--- src/rtl/wb_arbiter.sv ---
// -----------------------------------------------------------------------------
// wb_arbiter: GPR write-back arbiter merging the ALU path with a buffered mul/div/load FIFO.
// Optional WB_TRACE_EN prints a line per committed write.  Revision: 1.0
// -----------------------------------------------------------------------------
`default_nettype none

module wb_arbiter #(
  parameter int DEPTH      = 4,
  parameter int STARVE_MAX = 3
) (
  input  logic        clk,
  input  logic        reset,
  input  logic        alu_valid,
  output logic        alu_ready,
  input  logic [4:0]  alu_reg,
  input  logic [31:0] alu_data,
  input  logic [31:0] alu_pc,
  input  logic        md_valid,
  output logic        md_ready,
  input  logic [4:0]  md_reg,
  input  logic [31:0] md_data,
  input  logic [31:0] md_pc,
  output logic        regwrite,
  output logic [4:0]  write_reg,
  output logic [31:0] write_data,
  output logic [31:0] pc_new,
  output logic [31:0] busy_mask
);

  localparam int PTR_W = $clog2(DEPTH);
  localparam int CNT_W = PTR_W + 1;
  localparam int STV_W = $clog2(STARVE_MAX + 1);

  logic [4:0]       r_mem_reg  [DEPTH];
  logic [31:0]      r_mem_data [DEPTH];
  logic [31:0]      r_mem_pc   [DEPTH];
  logic [PTR_W-1:0] r_wr_ptr;
  logic [PTR_W-1:0] r_rd_ptr;
  logic [CNT_W-1:0] r_count;
  logic [STV_W-1:0] r_starve;
  logic             r_force;

  logic        w_empty;
  logic        w_full;
  logic        w_push;
  logic        w_pop;
  logic        w_take_alu;
  logic        w_commit;
  logic [4:0]  w_sel_reg;
  logic [31:0] w_sel_data;
  logic [31:0] w_sel_pc;
  logic [31:0] w_busy;

  assign w_empty   = (r_count == '0);
  assign w_full    = (r_count == CNT_W'(DEPTH));
  assign md_ready  = !w_full;
  assign alu_ready = !r_force;

  // $0 results complete the handshake but never occupy a slot.
  assign w_push     = md_valid && !w_full && (md_reg != 5'd0);
  assign w_take_alu = alu_valid && !r_force;
  assign w_pop      = !w_empty && (r_force || !alu_valid);
  assign w_commit   = w_pop || w_take_alu;

  assign w_sel_reg  = w_pop ? r_mem_reg[r_rd_ptr]  : alu_reg;
  assign w_sel_data = w_pop ? r_mem_data[r_rd_ptr] : alu_data;
  assign w_sel_pc   = w_pop ? r_mem_pc[r_rd_ptr]   : alu_pc;

  always_comb begin
    w_busy = '0;
    for (int i = 0; i < DEPTH; i++) begin
      if (CNT_W'(i) < r_count) begin
        w_busy[r_mem_reg[r_rd_ptr + PTR_W'(i)]] = 1'b1;
      end
    end
    w_busy[0] = 1'b0;
  end

  assign busy_mask = w_busy;

  always_ff @(posedge clk) begin
    if (w_push) begin
      r_mem_reg[r_wr_ptr]  <= md_reg;
      r_mem_data[r_wr_ptr] <= md_data;
      r_mem_pc[r_wr_ptr]   <= md_pc;
    end
  end

  always_ff @(posedge clk) begin
    if (reset) begin
      r_wr_ptr   <= '0;
      r_rd_ptr   <= '0;
      r_count    <= '0;
      r_starve   <= '0;
      r_force    <= 1'b0;
      regwrite   <= 1'b0;
      write_reg  <= '0;
      write_data <= '0;
      pc_new     <= '0;
    end else begin
      if (w_push) r_wr_ptr <= r_wr_ptr + PTR_W'(1);
      if (w_pop)  r_rd_ptr <= r_rd_ptr + PTR_W'(1);
      r_count <= r_count + CNT_W'(w_push) - CNT_W'(w_pop);

      // Force is raised on the same edge the counter reaches STARVE_MAX.
      if (w_pop || w_empty) begin
        r_starve <= '0;
        r_force  <= 1'b0;
      end else if (w_take_alu) begin
        r_starve <= r_starve + STV_W'(1);
        if (r_starve >= STV_W'(STARVE_MAX - 1)) r_force <= 1'b1;
      end

      if (w_commit && (w_sel_reg != 5'd0)) begin
        regwrite   <= 1'b1;
        write_reg  <= w_sel_reg;
        write_data <= w_sel_data;
        pc_new     <= w_sel_pc;
      end else begin
        regwrite   <= 1'b0;
      end
    end
  end

`ifdef WB_TRACE_EN
  always_ff @(posedge clk) begin
    if (!reset && w_commit && (w_sel_reg != 5'd0)) begin
      $display("@%h: $%0d <= %h", w_sel_pc, w_sel_reg, w_sel_data);
    end
  end
`else
`endif

endmodule

`default_nettype wire
--- config.mk ---
export PLATFORM = sky130hd
export DESIGN_NAME = wb_arbiter
export DESIGN_NICKNAME = d
export VERILOG_FILES = /design/src/rtl/wb_arbiter.sv
export SDC_FILE = /design/constraint.sdc
export NUM_CORES = 1
export LEC_CHECK = 0
export CELL_PAD_IN_SITES_DETAIL_PLACEMENT = 0
export CELL_PAD_IN_SITES_GLOBAL_PLACEMENT = 1
export CORE_MARGIN = 10
export CORE_UTILIZATION = 45
export CTS_BUF_LIST = sky130_fd_sc_hd__clkbuf_16
export CTS_CLUSTER_DIAMETER = 40
export DETAILED_ROUTE_END_ITERATION = 16
export PLACE_DENSITY_LB_ADDON = 0.15
export SLEW_MARGIN = 10
export SYNTH_ARGS = -nofsm -noshare
export SYNTH_HDL_FRONTEND = slang
export SYNTH_SLANG_ARGS = --single-unit
--- constraint.sdc ---
create_clock -name clk -period 3.5 [get_ports clk]
set_input_delay 0.525 -clock clk [delete_from_list [all_inputs] [get_ports clk]]
set_output_delay 0.525 -clock clk [all_outputs]
set_load 0.01 [all_outputs]
---- Word level (Yosys, flattened, before mapping) ----
Memories as Yosys holds them, arrays and structs flattened. A register that Yosys moved wholly into a read port is not among the register bits.
Cells that the tools add are included.
storage, ports and cells
  bits of input ports ..................... 142
  register bits after elaboration ......... 80
  memory bits (writable) .................. 276
  output and inout bits ................... 104
  word-level logic and storage cells ...... 81
  memories ................................ 3
operators by class
  $add $sub $neg .......................... 7
  reductions and logical operators ........ 21
  bitwise logic cells ..................... 3
  multiplexer cells ....................... 24
  equal/unequal tests ..................... 1
  order comparisons ....................... 13
memory list
  memory      depth  bits a word  rd ports  clocked after Yosys merged registers in  write ports  RTL line  RTL
  r_mem_data  4      32           1         1                                        1            35        logic [31:0] r_mem_data [DEPTH];
  r_mem_pc    4      32           1         1                                        1            36        logic [31:0] r_mem_pc [DEPTH];
  r_mem_reg   4      5            4         1                                        1            34        logic [4:0] r_mem_reg [DEPTH];
operators with widths
  kind                                                 number
  two-way mux 32 bit                                   6
  OR 32 bit                                            3
  < comparator 5 x 6 -> 1 bit, second input constant   4
  demux 1 bit (select 5 bit)                           4
  >= comparator 5 x 1 -> 1 bit, second input constant  4
  two-way mux 2 bit                                    6
  nonzero test 5 bit                                   2
  logical AND 1 bit                                    9
  two-way mux 1 bit                                    7
  adder 2 x 1 -> 2 bit, second input constant          3
  < comparator 1 x 3 -> 1 bit, first input constant    2
  < comparator 2 x 3 -> 1 bit, first input constant    2
  two-way mux 5 bit                                    1
  adder 2 bit, second input constant                   2
  logical NOT 1 bit                                    4
  adder 3 x 1 -> 3 bit                                 1
  equality test 3 bit, second input constant           1
  logical NOT 3 bit                                    1
  logical OR 1 bit                                     3
  subtractor 3 x 1 -> 3 bit                            1
  >= comparator 2 bit, second input constant           1
  AND reduction 2 bit                                  1
  OR reduction 2 bit                                   1

---- Depth between registers and ports, before layout ----
Gate-level depths: netlist of the first run.
An unclocked memory read counts as a cell.
  depth in word-level cells ............... 12
  gate-level depth with buffers ........... 12

---- Worst setup path before layout of the first run ----
No wires, ideal clock.
  kind .................................... input to register
  start ................................... input md_reg[3]
  end ..................................... memory r_mem_data[0][0] (enable)
  cell stages on the path ................. 3
  arrival time ............................ 2482 ps
  setup slack ............................. 583 ps
  setup time .............................. 435 ps
  path through ............................ or4_1 o211a_1 and2_1
between the ends
  longest elaborated chain between the ends .. 4
RTL lines
  what                                     RTL line  RTL
  start: declaration                       20        input logic [4:0] md_reg,
  nonzero test 5 bit                       60        assign w_push = md_valid && !w_full && (md_reg != 5'd0);
  logical AND 1 bit                        60
  two-way mux 1 bit                        82        if (w_push) begin
  two-way mux 1 bit (implied by the code)  84        r_mem_data[r_wr_ptr] <= md_data;
  end: declaration                         35
No other way between the ends.

---- Worst setup path in the final report of the first run ----
  start ................................... register r_rd_ptr[0]
  end ..................................... output busy_mask[14]
between the ends
  longest elaborated chain between the ends .. 12
  elaborated cells on any way between the ends .. 25
RTL lines
  what                                                                                                      RTL line  RTL
  start: declaration                                                                                        38        logic [PTR_W-1:0] r_rd_ptr;
  start signal: assignment                                                                                  102       if (w_pop) r_rd_ptr <= r_rd_ptr + PTR_W'(1);
  adder 2 x 1 -> 2 bit                                                                                      73        w_busy[r_mem_reg[r_rd_ptr + PTR_W'(i)]] = 1'b1;
  memory read (4 x 5 bit) (*)                                                                               n/a
  < comparator 5 x 6 -> 1 bit (implied by the code) / >= comparator 5 x 1 -> 1 bit (equally long branches)  73
  logical AND 1 bit (implied by the code)                                                                   73
  two-way mux 1 bit (implied by the code)                                                                   73
  demux 1 bit (select 5 bit)                                                                                73
  OR 32 bit (no line)                                                                                       n/a
  two-way mux 32 bit                                                                                        72        if (CNT_W'(i) < r_count) begin
  OR 32 bit (no line)                                                                                       n/a
  two-way mux 32 bit                                                                                        72
  OR 32 bit (no line)                                                                                       n/a
  two-way mux 32 bit (*)                                                                                    72
  end: declaration                                                                                          27        output logic [31:0] busy_mask
Every way passes the cells marked *; elsewhere a longest branch is shown, timed or not.

==> results of run 1 <==
## through the flow
| stage | util (%) | cell area, sq um |
|---|---|---|
| CTS | 59.5 | 21100 |
| global route | 60.0 | 21200 |
| finish | 60.0 | 21200 |
| floorplan | - | 16000 |
| detailed placement | 54.1 | 19200 |
| global placement | 54.1 | 19200 |
## cells by family (layout without fill, tap and decap cells)
family	count (synthesis)	in the layout	synth area share [%]
muxes	104	104	12.8
and+or+nand+nor	233	233	6.56
DFF	358	358	61.9
xor gates and xnor gates	4	4	0.219
AOI/OAI and AO/OA	264	264	13.6
buffers and inverters	151	457	4.03
adders and majority gates	10	10	0.827
other	1	5	0.0234
## final cells by class
| class | count | area (sq um) | share of cell area, % |
|---|---|---|---|
| repair buffers | 288 | 2960 | 13.9 |
| multi-input cells | 616 | 5680 | 26.7 |
| well taps | 461 | 577 | 2.71 |
| clock buffers | 51 | 1280 | 6.01 |
| flip-flops and latches | 358 | 9940 | 46.8 |
| inverters | 75 | 283 | 1.33 |
| clock inverters | 43 | 528 | 2.48 |
| diodes | 4 | 10.0 | 0.0471 |
## worst register-to-register path: stages, from the launching register on
cell      delay (ns)
dfxtp_4         0.41
buf_4           0.35
buf_4           0.85
mux4_2          0.69
a22oi_1         0.18
o311ai_1        0.13
## worst min-delay path by stage
stage	startpoint	endpoint	depth (start not counted)
final	r_starve[0]	r_starve[0]	1
after global routing	r_starve[0]	r_starve[0]	1
after CTS	r_starve[0]	r_starve[0]	1
after detailed placement	r_starve[0]	r_starve[0]	1
after global placement	r_starve[0]	r_starve[0]	1
after floorplan	r_starve[0]	r_starve[0]	1
## cell usage after synthesis (8+ instances only)
cell        n  area (sq um)
buf_2      13          65.1
nor2b_1    11          68.8
ha_1        9           113
buf_6       8          90.1
nand2b_1   15          93.8
buf_1      11          41.3
nor2_1     27           101
a22oi_1    75           563
o221ai_1   24           210
mux4_2     80          1800
dfxtp_1    82          1640
mux2i_1    17           170
a21o_1     55           413
inv_1      75           282
a221o_1    16           160
o22ai_1    15          93.8
edfxtp_1  276          8290
nand2_1   137           514
o311ai_1   41           359
o311ai_2   10           163
clkbuf_1   43           161
## power by group through the flow
| stage | Clock, W | Combinational, W | Sequential, W |
|---|---|---|---|
| 2_1_floorplan | 0 | 0.00297 | 0.00584 |
| 3_3_place_gp | 0 | 0.00532 | 0.00573 |
| 3_5_place_dp | 0 | 0.00532 | 0.00575 |
| 4_1_cts | 0.00543 | 0.00542 | 0.00568 |
| 5_1_grt | 0.00563 | 0.00588 | 0.00575 |
| 6_report | 0.00534 | 0.00544 | 0.00568 |
## repair_timing
| item | 4_1_cts | 5_1_grt |
|---|---|---|
| pin swaps | 0 | 1 |
| endpoints found under the setup margin | 31 | 28 |
| buffers inserted | 2 | 3 |
| gates resized for setup | 38 | 45 |
| hold buffers | 0 | 0 |
## layout by cell type, fill, tap and decap left out, types with 13 or more instances in the layout
master | Yosys | routed
edfxtp_1 | 276 | 276
clkdlybuf4s50_1 | 0 | 217
nand2_1 | 137 | 133
inv_1 | 75 | 80
mux4_2 | 80 | 80
dfxtp_1 | 82 | 78
a22oi_1 | 75 | 74
a21o_1 | 55 | 55
clkbuf_16 | 0 | 51
o311ai_1 | 41 | 41
buf_4 | 1 | 32
o221ai_1 | 24 | 23
nor2_1 | 27 | 19
dlymetal6s2s_1 | 0 | 19
a221o_1 | 16 | 16
mux2i_1 | 17 | 15
nand2b_1 | 15 | 13
## metal layers
metal | vias up | global-route usage [%] | share of wire [%]
li1 | 4982 | - | -
met1 | 5545 | 27.0 | 43
met2 | 404 | 32.1 | 48
met3 | 83 | 4.82 | 6.6
met4 | 8 | 6.08 | 2.2
met5 | - | 0 | 0.13
==> impl_metrics.ini, run 1 <==
[outcome]
status = complete, but fails checks
violations = setup timing

[die]
fp-row-count = 69
die-area_sq_um = 43600
die_width_um = 209
core_sq_um = 35400
initial_core_util_pct = 45.3
die_h_um = 209
io-pin-count = 246

[timing]
final_hold_viol_count = 0
fin_crit_sh_pct = 100
rsz0062_at_grt = yes
fmax_mhz = 286
setup_viol = 1
layout_setup_ws_ns = -0.00137
skew_ns = 0.0359
worst_pin_slew_ns = 1.02
hold_slack_ns = 0.414
layout_min_cycle_time_ns = 3.50
slew_violations = 0
setup_tns_ns = -0.00137
slew_headroom_pct = 31.8

[power_and_ir_drop]
peakVddDrop_mv = 0.440
intPower_w = 0.0112
pwr-share-clk_pct = 32.4
power_switching_w = 0.00523
power_density_nw_per_um2 = 774
pwr-share-seq_pct = 34.5
p_leak_nw = 7.54
share_comb_of_total_power_pct = 33.0
p_total_w = 0.0165
p_sw_share_pct = 31.8

[routing]
drcViolationCount = 0
drt_iter0_markers = 720
viasPerCell = 5.81
finalWirelength_mm = 45.4
wl_per_cell_um = 24.0
vias = 11000
ant_nets = 0
first_pass_iters = 5

[cells_and_area]
nFillCells = 2798
area_growth_syn_to_layout_pct = 32.5
stdcell_count = 1896
top_regs = r_mem_data x128, r_mem_pc x128
drive_above_1_share_pct = 19.7
nNetsFinal = 1541

[clock_tree]
clockRootBuffer = clkbuf_16
insertion_delay_ns = 0.56
clkTransAtPathRegs_ns = 0.06
cts_max_level = 2
clockBufferDepth = 3
cts_tree = yes
cts_buffers = 50
cts.sinks = 358

[logic_synthesis]
syn_area_per_cell_sq_um = 14.3
synth_seq_cells = 358
yosys_warnings = 0
synth_cell_type_count = 50
synthFlopType = edfxtp_1
synth-edff-count = 276
syn_nets = 1277
synth_area_sq_um = 16000
ys_seq_area_share_pct = 61.9
async_flop_share_pct = 0
postSynthCellCount = 1125

[worst_setup_path]
endpoint = busy_mask[14]
path_cells = buf_4, mux4_2, inv_2, nand3_2, o22ai_1, a221o_1, clkdlybuf4s50_1
worst_ep_arrival_time_ns = 2.98
critical_path_class = reg -> out
crit_family = buffers and inverters
reg2reg_slack_ns = 0.75
cp.depth = 7
r2r-end = pc_new[4]
cp_max_fo = 6
slowest_stage = mux4_2
critical-path-max-stage-delay_ns = 0.60
end_kind = output pin
required_ns = 2.97
r2r_cells = 5
crit_start = r_rd_ptr[0]
crit_buf_inv = 3
startpoint_type = flip-flop

[place]
io_buffers = 244
place_congestion = 0.817
dpl.cell_count = 1793
dpl.hpwl_mm = 30.0
pre_cts_ws_ns = 0.261

[grt]
grt_start_max_net_pins = 70
overflow = 0
track_usage_pct = 20.2
antenna_found_initial = 8
grt_pass1_vias = 11300
grt_pass1_wl_mm = 69.7

[run]
maxCapViolCount = 0

[min_path]
hp-class = reg -> reg
Power figures use the tool's default switching activity.
==> inputs of run 2 (changes only) <==
--- a/config.mk
+++ b/config.mk
@@ -5,14 +5,15 @@
 export SDC_FILE = /design/constraint.sdc
 export NUM_CORES = 1
 export LEC_CHECK = 0
+export ABC_AREA = 1
 export CELL_PAD_IN_SITES_DETAIL_PLACEMENT = 0
 export CELL_PAD_IN_SITES_GLOBAL_PLACEMENT = 1
 export CORE_MARGIN = 10
-export CORE_UTILIZATION = 45
+export CORE_UTILIZATION = 42
 export CTS_BUF_LIST = sky130_fd_sc_hd__clkbuf_16
 export CTS_CLUSTER_DIAMETER = 40
 export DETAILED_ROUTE_END_ITERATION = 16
-export PLACE_DENSITY_LB_ADDON = 0.15
+export PLACE_DENSITY = 0.91
 export SLEW_MARGIN = 10
 export SYNTH_ARGS = -nofsm -noshare
 export SYNTH_HDL_FRONTEND = slang
==> impl_metrics.ini, run 2 <==
[die]
core_sq_um = 36800
io-pin-count = 246
initial_core_util_pct = 42.7
die_width_um = 213
die_h_um = 213
die-area_sq_um = 45600
fp-row-count = 70

[logic_synthesis]
synthFlopType = edfxtp_1
postSynthCellCount = 1561
synth_common_cells = nor2_1, edfxtp_1, nand2_1
synth_area_sq_um = 15700
yosys.area.top_type = edfxtp_1
syn_nets = 1713
async_flop_share_pct = 0
synth.most_common_cell = nor2_1
synth_seq_cells = 358
ys_seq_area_share_pct = 63.2
synth_area_leaders = edfxtp_1, dfxtp_1, nor2_1
synth_cell_type_count = 34
yosys_warnings = 0
yosys.area.top_type_share_pct = 52.7
synth-edff-count = 276
syn_area_per_cell_sq_um = 10.1

[clock_tree]
clkTransAtPathRegs_ns = 0.06
clockBufferDepth = 3
cts_tree = yes
clockRootBuffer = clkbuf_16
cts_buffers = 46
cts.sinks = 358
cts_max_level = 2
insertion_delay_ns = 0.55

[min_path]
worstHoldStart = r_starve[0]
min_path_cells = 1
holdPathEnd = r_starve[0]
hp-class = reg -> reg

[routing]
drcViolationCount = 0
met2_length_mm = 22.3
finalWirelength_mm = 45.4
ant_nets = 0
m1WireLength_mm = 18.8
drt_iter0_markers = 758
wl_per_cell_um = 19.6
first_pass_iters = 5
route.met3.wl_mm = 3.42
viasPerCell = 5.27
highest_layer = met5
vias = 12200

[cells_and_area]
drive_above_1_share_pct = 10.1
area_growth_syn_to_layout_pct = 30.4
nFillCells = 3100
final_common_cell = nor2_1
final-seq-area_sq_um = 9940
utilization_pct = 55.7
top_regs = r_mem_data x128, r_mem_pc x128
stdcell_count = 2314
most-common-layout-cells = nor2_1, edfxtp_1, clkdlybuf4s50_1
nNetsFinal = 1958
multi_input_area_sq_um = 5330

[power_and_ir_drop]
peakVddDrop_mv = 0.443
p_total_w = 0.0160
p_leak_nw = 8.14
power_density_nw_per_um2 = 781

[grt]
grt_pass1_wl_mm = 68.9
overflow = 0
antenna_found_initial = 11
grt_start_max_net_pins = 105
track_usage_pct = 19.4
grt_pass1_vias = 12000

[timing]
setup_tns_ns = 0
layout_min_cycle_time_ns = 3.34
slew_violations = 0
worst_pin_slew_ns = 1.04
slew_headroom_pct = 30.9
final_hold_viol_count = 0
rsz0062_at_grt = yes
fin_crit_sh_pct = 95.5
fmax_mhz = 299
skew_ns = 0.0221
setup_viol = 0

[run]
maxCapViolCount = 0

[worst_setup_path]
r2r-end = pc_new[20]
cp_max_fo = 17
required_ns = 2.97
r2r_cells = 11
reg2reg_slack_ns = 0.99
critical_path_class = reg -> out
r2r-start = r_count[1]
end_kind = output pin
worst_ep_arrival_time_ns = 2.82
startpoint_type = flip-flop

[place]
place_congestion = 0.849
io_buffers = 244
dpl.hpwl_mm = 30.2
dpl.cell_count = 2225

[outcome]
status = finished clean
[run 2: power by group]
group / total, W / internal [W] / switching (W)
registers: 0.00552 / 0.00525 / 0.000270
logic: 0.00581 / 0.00215 / 0.00365
clock network: 0.00467 / 0.00285 / 0.00182
total: 0.0160 / 0.0103 / 0.00575
[run 2: layout make-up]
class / instances / area share (%)
antenna: 4 / 0.0488
clock buffer: 47 / 5.74
clock inverter: 37 / 1.82
inverter: 73 / 1.37
multi-input combinational: 1047 / 26.0
sequential: 358 / 48.5
tap: 468 / 2.86
timing repair buffer: 280 / 13.7
[run 2: timing repair]
action / CTS / global route
gates resized for setup: 24 / 59
setup buffers: 0 / 1
pin swaps: 0 / 5
hold buffers: 0 / 0
setup endpoints to repair: 31 / 30
[run 2: worst max-delay path, cell delays in order (launching register included)]
cell and delay [ns]:
dfxtp_4 0.37, buf_6 0.15, nand2_2 0.14, inv_1 0.10, a22oi_1 0.22, nand2_1 0.08, nor2_1 0.13, nand2_1 0.13
nor2_2 0.23, a21oi_1 0.10, nand2_1 0.09, clkdlybuf4s50_1 0.55
[run 2: logic make-up after synthesis]
logic type                 count (synthesis)  share of synthesized area [%]
buffers and inverters                    156                           4.38
muxes                                     64                           4.08
xor gates and xnor gates                   1                         0.0557
AOI/OAI and AO/OA                        289                           9.96
DFF                                      358                           63.2
adders and majority gates                 10                          0.844
other                                      1                         0.0239
and+or+nand+nor                          682                           17.5
[run 2: worst max-delay path by stage]
stage | start | endpoint | slack (ns) | cells after the start
6_report | r_rd_ptr[0] | busy_mask[17] | 0.16 | 11
5_1_grt | r_rd_ptr[0] | busy_mask[9] | -0.03 | 12
4_1_cts | r_rd_ptr[0] | busy_mask[27] | -0.0006 | 10
3_5_place_dp | r_rd_ptr[0] | busy_mask[27] | 0.37 | 10
3_3_place_gp | r_rd_ptr[0] | busy_mask[18] | 0.42 | 10
2_1_floorplan | md_reg[3] | r_mem_data[0][0] | -0.73 | 4
[run 2: per-stage QoR]
| step | hold WS [ns] | worst slack [ns] | area, sq um |
|---|---|---|---|
| 2_1_floorplan | 0.393 | -0.733 | 15700 |
| 3_3_place_gp | 0.400 | 0.421 | 18700 |
| 3_5_place_dp | 0.403 | 0.367 | 18700 |
| 4_1_cts | 0.411 | -0.000622 | 20300 |
| 5_1_grt | 0.439 | -0.0318 | 20500 |
| 6_report | 0.409 | 0.156 | 20500 |
[run 2: routing by layer]
layer,GRT usage [%],up-vias
met4,5.43,12
met1,23.7,5816
met3,5.23,75
met5,0,-
li1,-,5920
met2,33.1,372
